## config.mk

```make
export PLATFORM = sky130hd
export DESIGN_NAME = lane_tick_timer
export DESIGN_NICKNAME = d
export VERILOG_FILES = /design/src/rtl/crossy_timing_pkg.sv /design/src/rtl/lane_tick_channel.sv /design/src/rtl/lane_tick_timer.sv
export SDC_FILE = /design/constraint.sdc
export NUM_CORES = 1
export LEC_CHECK = 0
export ABC_CLOCK_PERIOD_IN_PS = 3100
export CORE_UTILIZATION = 30
export DETAILED_ROUTE_END_ITERATION = 12
export PLACE_DENSITY = 0.49
export SLEW_MARGIN = 20
export SYNTH_ARGS = -nofsm -noshare
export SYNTH_HDL_FRONTEND = slang
export SYNTH_SLANG_ARGS = --single-unit
```

## constraint.sdc

```tcl
create_clock -name ClockIn -period 3.1 [get_ports ClockIn]
set_input_delay 0.465 -clock ClockIn [delete_from_list [all_inputs] [get_ports ClockIn]]
set_output_delay 0.465 -clock ClockIn [all_outputs]
set_load 0.01 [all_outputs]
```

## src/rtl/crossy_timing_pkg.sv

```systemverilog
// Shared timing constants and types for the lane tick timer.
// Speed presets are expressed in clock cycles per lane step.
package crossy_timing_pkg;

  localparam int unsigned DEFAULT_CLOCK_FREQUENCY = 50_000_000;

  localparam int unsigned SPEED_FAST = DEFAULT_CLOCK_FREQUENCY;
  localparam int unsigned SPEED_MED  = 2 * DEFAULT_CLOCK_FREQUENCY;
  localparam int unsigned SPEED_SLOW = 4 * DEFAULT_CLOCK_FREQUENCY;

  // Wide enough that any CfgLane value fits without truncation before the range check.
  localparam int LANE_IDX_W = 16;
  typedef logic [LANE_IDX_W-1:0] lane_idx_t;

  typedef enum logic {
    DIR_UP   = 1'b0,
    DIR_DOWN = 1'b1
  } lane_dir_e;

  typedef enum logic [1:0] {
    SPEED_SEL_FAST = 2'd0,
    SPEED_SEL_MED  = 2'd1,
    SPEED_SEL_SLOW = 2'd2
  } speed_sel_e;

  // Preset period for a build whose clock differs from the default.
  function automatic int unsigned speed_preset(input int unsigned clock_frequency,
                                               input speed_sel_e sel);
    case (sel)
      SPEED_SEL_MED:  return 2 * clock_frequency;
      SPEED_SEL_SLOW: return 4 * clock_frequency;
      default:        return clock_frequency;
    endcase
  endfunction

endpackage

```

## src/rtl/lane_tick_channel.sv

```systemverilog
// One timer lane: period register, down counter, wrapping position and registered tick/wrap.
// Priority per edge: reset > config write > pause > count.
module lane_tick_channel
  import crossy_timing_pkg::*;
#(
  parameter int unsigned RESET_PERIOD = DEFAULT_CLOCK_FREQUENCY,
  parameter int          DIV_W        = 28,
  parameter int          POS_W        = 4,
  parameter int          POS_MAX      = 15
) (
  input  logic             clk,
  input  logic             reset,
  input  logic             pause,
  input  logic             cfg_we,
  input  logic [DIV_W-1:0] cfg_period,
  input  logic             dir,
  output logic             tick,
  output logic             wrap,
  output logic [POS_W-1:0] position
);

  localparam logic [DIV_W-1:0] RESET_P     = DIV_W'(RESET_PERIOD);
  localparam logic [DIV_W-1:0] RESET_COUNT = DIV_W'(RESET_PERIOD - 1);
  localparam logic [DIV_W-1:0] DIV_ONE     = DIV_W'(1);
  localparam logic [POS_W-1:0] POS_LAST    = POS_W'(POS_MAX);
  localparam logic [POS_W-1:0] POS_ONE     = POS_W'(1);

  logic [DIV_W-1:0] period, period_next;
  logic [DIV_W-1:0] count, count_next;
  logic [POS_W-1:0] position_next;
  logic             tick_next, wrap_next;
  logic [POS_W-1:0] step_pos;
  logic             step_wrap;

  always_comb begin
    step_pos  = position;
    step_wrap = 1'b0;
    if (lane_dir_e'(dir) == DIR_DOWN) begin
      step_wrap = (position == '0);
      step_pos  = step_wrap ? POS_LAST : position - POS_ONE;
    end else begin
      step_wrap = (position == POS_LAST);
      step_pos  = step_wrap ? '0 : position + POS_ONE;
    end
  end

  always_comb begin
    period_next   = period;
    count_next    = count;
    position_next = position;
    tick_next     = 1'b0;
    wrap_next     = 1'b0;
    if (cfg_we) begin
      period_next = cfg_period;
      count_next  = (cfg_period == '0) ? '0 : cfg_period - DIV_ONE;
    end else if (!pause) begin
      if (period == '0) begin
        // stopped lane: counter parked at zero, never underflows
        count_next = '0;
      end else if (count != '0) begin
        count_next = count - DIV_ONE;
      end else begin
        count_next    = period - DIV_ONE;
        tick_next     = 1'b1;
        wrap_next     = step_wrap;
        position_next = step_pos;
      end
    end
  end

  always_ff @(posedge clk) begin
    if (reset) begin
      period   <= RESET_P;
      count    <= RESET_COUNT;
      position <= '0;
      tick     <= 1'b0;
      wrap     <= 1'b0;
    end else begin
      period   <= period_next;
      count    <= count_next;
      position <= position_next;
      tick     <= tick_next;
      wrap     <= wrap_next;
    end
  end

endmodule

```

## src/rtl/lane_tick_timer.sv

```systemverilog
// NUM_LANES independent programmable tick timers with wrapping position counters.
// Define LANE_DIR_EN to add the per-lane LaneDir input (1 = position counts down).
module lane_tick_timer
  import crossy_timing_pkg::*;
#(
  parameter int unsigned CLOCK_FREQUENCY = DEFAULT_CLOCK_FREQUENCY,
  parameter int          NUM_LANES       = 4,
  parameter int          DIV_W           = 28,
  parameter int          POS_W           = 4,
  parameter int          POS_MAX         = 15,
  localparam int         LANE_W          = (NUM_LANES > 1) ? $clog2(NUM_LANES) : 1
) (
  input  logic                       ClockIn,
  input  logic                       Reset,
  input  logic                       Pause,
  input  logic                       CfgWe,
  input  logic [LANE_W-1:0]          CfgLane,
  input  logic [DIV_W-1:0]           CfgPeriod,
`ifdef LANE_DIR_EN
  input  logic [NUM_LANES-1:0]       LaneDir,
`endif
  output logic [NUM_LANES-1:0]       Tick,
  output logic [NUM_LANES-1:0]       Wrap,
  output logic [NUM_LANES*POS_W-1:0] Position
);

  logic [NUM_LANES-1:0] write_sel;
  logic [NUM_LANES-1:0] lane_dir;
  lane_idx_t            cfg_lane_ext;

  assign cfg_lane_ext = lane_idx_t'(CfgLane);

`ifdef LANE_DIR_EN
  assign lane_dir = LaneDir;
`else
  assign lane_dir = '0;
`endif

  // An index with no matching lane selects nothing, so out-of-range writes drop out here.
  always_comb begin
    write_sel = '0;
    for (int i = 0; i < NUM_LANES; i++) begin
      write_sel[i] = CfgWe && (cfg_lane_ext == lane_idx_t'(i));
    end
  end

  for (genvar g = 0; g < NUM_LANES; g++) begin : g_lane
    lane_tick_channel #(
      .RESET_PERIOD (CLOCK_FREQUENCY),
      .DIV_W        (DIV_W),
      .POS_W        (POS_W),
      .POS_MAX      (POS_MAX)
    ) u_channel (
      .clk        (ClockIn),
      .reset      (Reset),
      .pause      (Pause),
      .cfg_we     (write_sel[g]),
      .cfg_period (CfgPeriod),
      .dir        (lane_dir[g]),
      .tick       (Tick[g]),
      .wrap       (Wrap[g]),
      .position   (Position[g*POS_W +: POS_W])
    );
  end

endmodule
```

==> metrics.md <==
| Metric | Value |
|---|---|
| Setup Skew | `0.03699 ns` |
| Max-slew violation count | `0` |
| Fin crit share | `95.93%` |
| Setup TNS | `0 ns` |
| Post-Synth XOR/XNOR Area | `3.367%` |
| Die area | `0.04944 mm2` |
| Core footprint | `0.04785 mm2` |
| Area grow syn2layout | `23.72%` |
| Lkg Pwr | `6.711 nW` |
| CTS buffer count | `31` |
| Worst-path fanout max | `5` |
| Synthesis warning total | `0` |
| Multiplexer area fraction after synthesis | `1.151%` |
| Footprint of the multi-input gates | `0.008927 mm2` |
| Seq. cell area | `0.004965 mm2` |
| Post-synth ARST share | `0%` |
| Initial Util | `30.45%` |
| Clock Pin Slew Worst Setup and Hold Paths | `0.06 ns` |
| Max_cap viols | `0` |
| Routed len/inst | `21.45 um` |
| Adder-Cell Fraction of Synth Area | `0.4294%` |
| Largest net degree at the start of global routing | `108` |
| Simple-Gate Fraction of Synth Area | `30.68%` |
| Vias/cell | `5.754` |
| Clk sinks | `248` |
| Dpl ws | `-0.1218 ns` |
| Compound-Gate Fraction of Synth Area | `25.34%` |
| Worst-Margin Slew | `1.089 ns` |
| F_max | `336.3 MHz` |
| # IOs | `58` |
| Arrival @ worst endpoint | `3.46 ns` |
| Cells after Synth | `2020` |
| Clock root cell | `clkbuf_16` |
| TritonCTS clock tree | `done` |
| Worst Slack Setup Final | `0.1261 ns` |
| Min Clock Period, post-route | `2.974 ns` |
| Number of synthesized flops with an enable pin | `0` |
| First-pass GRT wire length | `91450 um` |
| Drt total wl | `59880 um` |
| Main combinational cell family by area after synthesis | `simple AND/OR/NAND/NOR gates` |
| Worst skew pair latency | `0.59 ns` |
| Post-Syn Area | `0.01457 mm2` |
| Number of port buffers | `57` |
| Die width | `222.4 um` |
| CP cell instances | `nor4_2 > buf_4 > and4b_1 > nand3_1 > or3_1 > a2111oi_0 > buf_4 > o22a_1 > o21ai_1` |
| FP Rows | `80` |
| Final Hold Fails | `0` |
| Slowest stage delay, CP | `0.51 ns` |
| Element type at the critical path end | `flop` |
| #FFs+latches synth | `248` |
| Critical-path top delay cell | `nor4_2` |
| Final Power | `8.557 mW` |
| CP most frequent cell | `buf_4` |
| Die H | `222.4 um` |
| Final setup fails | `0` |
| Worst rel slew slack | `26.89%` |
| PD cells | `474.8 mW/mm2` |
| Main flop type after synthesis | `dfxtp_1` |
| CP required | `3.58 ns` |
| Status | `complete, no violations` |
| GR Overflow Total | `0` |
| CTS Hold Bufs | `0` |
| Antenna violations before repair | `0` |
| Pre-Repair DR Iteration Count | `6` |
| Vias | `16064` |
| ANT cells | `0` |
| DP Wirelength | `43860 um` |
| Cell Area, Placed | `0.01692 mm2` |
| CP Launch Type | `flop` |
| GPL Wtd Cong | `0.9146` |
| Gr usage total | `23.44%` |
| Avg Inst Size Synth | `7.212 um2` |
| Fillers | `5002` |
| Maximum VDD drop | `0.0004235 V` |
| Final non-filler cell total | `2792` |
| Number of remaining DRC errors | `0` |
| Unrepaired setup endpoints after global routing | `no` |
| Share of cells above drive strength 1 | `13.87%` |
| Post-Syn Nets | `2059` |
| Crit path kind | `flop to flop` |
| Netlist cell types | `86` |
| Placed insts | `2732` |
| Iter 0 DRT Violations | `1509` |
| Number of global-route vias before repair | `15026` |
| Max H-tree Level | `1` |
| Post-layout instance area | `0.01802 mm2` |
| Hold WC Path Type | `primary input to flop` |
| CTS max path bufs | `3` |
| Sequential area share after synthesis | `34.08%` |
| Antenna viol nets, final | `0` |
| Final net count | `2191` |
-- layout by cell type (no fill, tap or decap), types with 48 or more instances in the layout --
cell	count
nand2_1	356
nor2_1	139
or3_1	52
nor3_1	62
clkdlybuf4s50_1	55
dfxtp_1	248
nand3_1	128
o21ai_0	73
buf_4	198
a21oi_1	236
a31oi_1	48
-- cell type report --
class,count,area share (%)
Clock buffer,42,4.922
Multi-Input combinational cell,1594,49.53
Tap cell,615,4.269
Inverter,14,0.2916
Clock inverter,16,1.076
Timing Repair Buffer,263,12.36
Sequential cell,248,27.55
-- where the power goes --
| group | switching (mW) | internal, mW | total, mW |
|---|---|---|---|
| Combinational | 0.705 | 0.463 | 1.17 |
| Sequential | 0.194 | 3.35 | 3.54 |
| Clock | 1.52 | 2.33 | 3.85 |
-- Yosys cell counts (6+ instances only) --
cell type | instances | share of area [%]
clkbuf_1 | 136 | 3.5
a21o_1 | 20 | 1.0
mux2i_1 | 12 | 0.82
inv_1 | 14 | 0.36
a211oi_1 | 16 | 0.82
nand3b_1 | 10 | 0.52
a221o_1 | 6 | 0.41
or4_1 | 32 | 1.6
dfxtp_1 | 248 | 34
nand2b_1 | 7 | 0.30
or3_1 | 52 | 2.2
a311oi_1 | 11 | 0.66
buf_2 | 7 | 0.24
a2111oi_0 | 7 | 0.42
o31ai_1 | 14 | 0.72
o22ai_1 | 13 | 0.56
xor2_1 | 28 | 1.7
o221ai_1 | 10 | 0.60
or2_2 | 11 | 0.47
nand2_1 | 356 | 9.2
nand4_1 | 18 | 0.77
o21ai_0 | 73 | 2.5
o21ai_1 | 34 | 1.2
nor2_1 | 140 | 3.6
o211ai_1 | 14 | 0.72
xnor2_1 | 28 | 1.7
nor4_1 | 34 | 1.5
a21oi_1 | 236 | 8.1
buf_1 | 10 | 0.26
a31oi_1 | 48 | 2.1
a211o_1 | 14 | 0.84
and3_1 | 31 | 1.3
nor3_1 | 63 | 2.2
buf_4 | 10 | 0.52
o2111ai_1 | 13 | 0.78
a311o_1 | 7 | 0.48
nand3_1 | 129 | 4.4
-- registers in the layout, summed over array words and instances, names as in the netlist --
name                       cells
g_lane.u_channel.count       112
g_lane.u_channel.period      112
g_lane.u_channel.position     16
g_lane.u_channel.tick          4
g_lane.u_channel.wrap          4
-- worst paths after layout --
path / from / depth (start not counted) / slack [ns] / endpoint
max: g_lane[0].u_channel.count[15]$_SDFFE_PP1P_ / 9 / 0.13 / g_lane[0].u_channel.count[23]$_SDFFE_PP1P_
min reg2reg: g_lane[2].u_channel.period[9]$_SDFFE_PP0P_ / 2 / 0.47 / g_lane[2].u_channel.period[9]$_SDFFE_PP0P_
min: Reset / 2 / 0.22 / g_lane[3].u_channel.period[27]$_SDFFE_PP0P_
max reg2reg: g_lane[0].u_channel.count[15]$_SDFFE_PP1P_ / 9 / 0.13 / g_lane[0].u_channel.count[23]$_SDFFE_PP1P_
-- layer usage --
| metal | GRT usage, % | up-vias | share of wire [%] |
|---|---|---|---|
| met2 | 39.08 | 599 | 47 |
| li1 | - | 7656 | - |
| met1 | 31.39 | 7716 | 44 |
| met3 | 2.751 | 93 | 6.3 |
| met5 | 0 | - | 0 |
| met4 | 7.519 | 0 | 2.9 |
-- worst max-delay path, delay by kind of cell, from the launching register on --
| kind | cells | cell delay, ns |
|---|---|---|
| AOI/OAI and AO/OA | 3 | 0.68 |
| buffers and inverters | 2 | 0.39 |
| DFF | 1 | 0.36 |
| and+or+nand+nor | 4 | 1.43 |
-- repair_timing --
item / 4_1_cts / 5_1_grt
buffers inserted: 0 / 2
gates resized for setup: 1 / 0
endpoints found under the setup margin: 1 / 1
hold endpoints to repair: 0 / 0
-- kinds of logic after synthesis --
group,Yosys count
compound gates,592
xor+xnor,56
fa+ha+maj,5
buf+inv,178
flops,248
mux,16
simple gates,925
-- stage by stage --
step	hold slack, ns	utilization, %
floorplan	0.4440	-
global placement	0.4589	35.37
detailed placement	0.4641	35.37
CTS	0.1759	37.64
global route	0.1883	37.67
finish	0.2183	37.67
No activity file was read; power rests on OpenSTA's default activity.
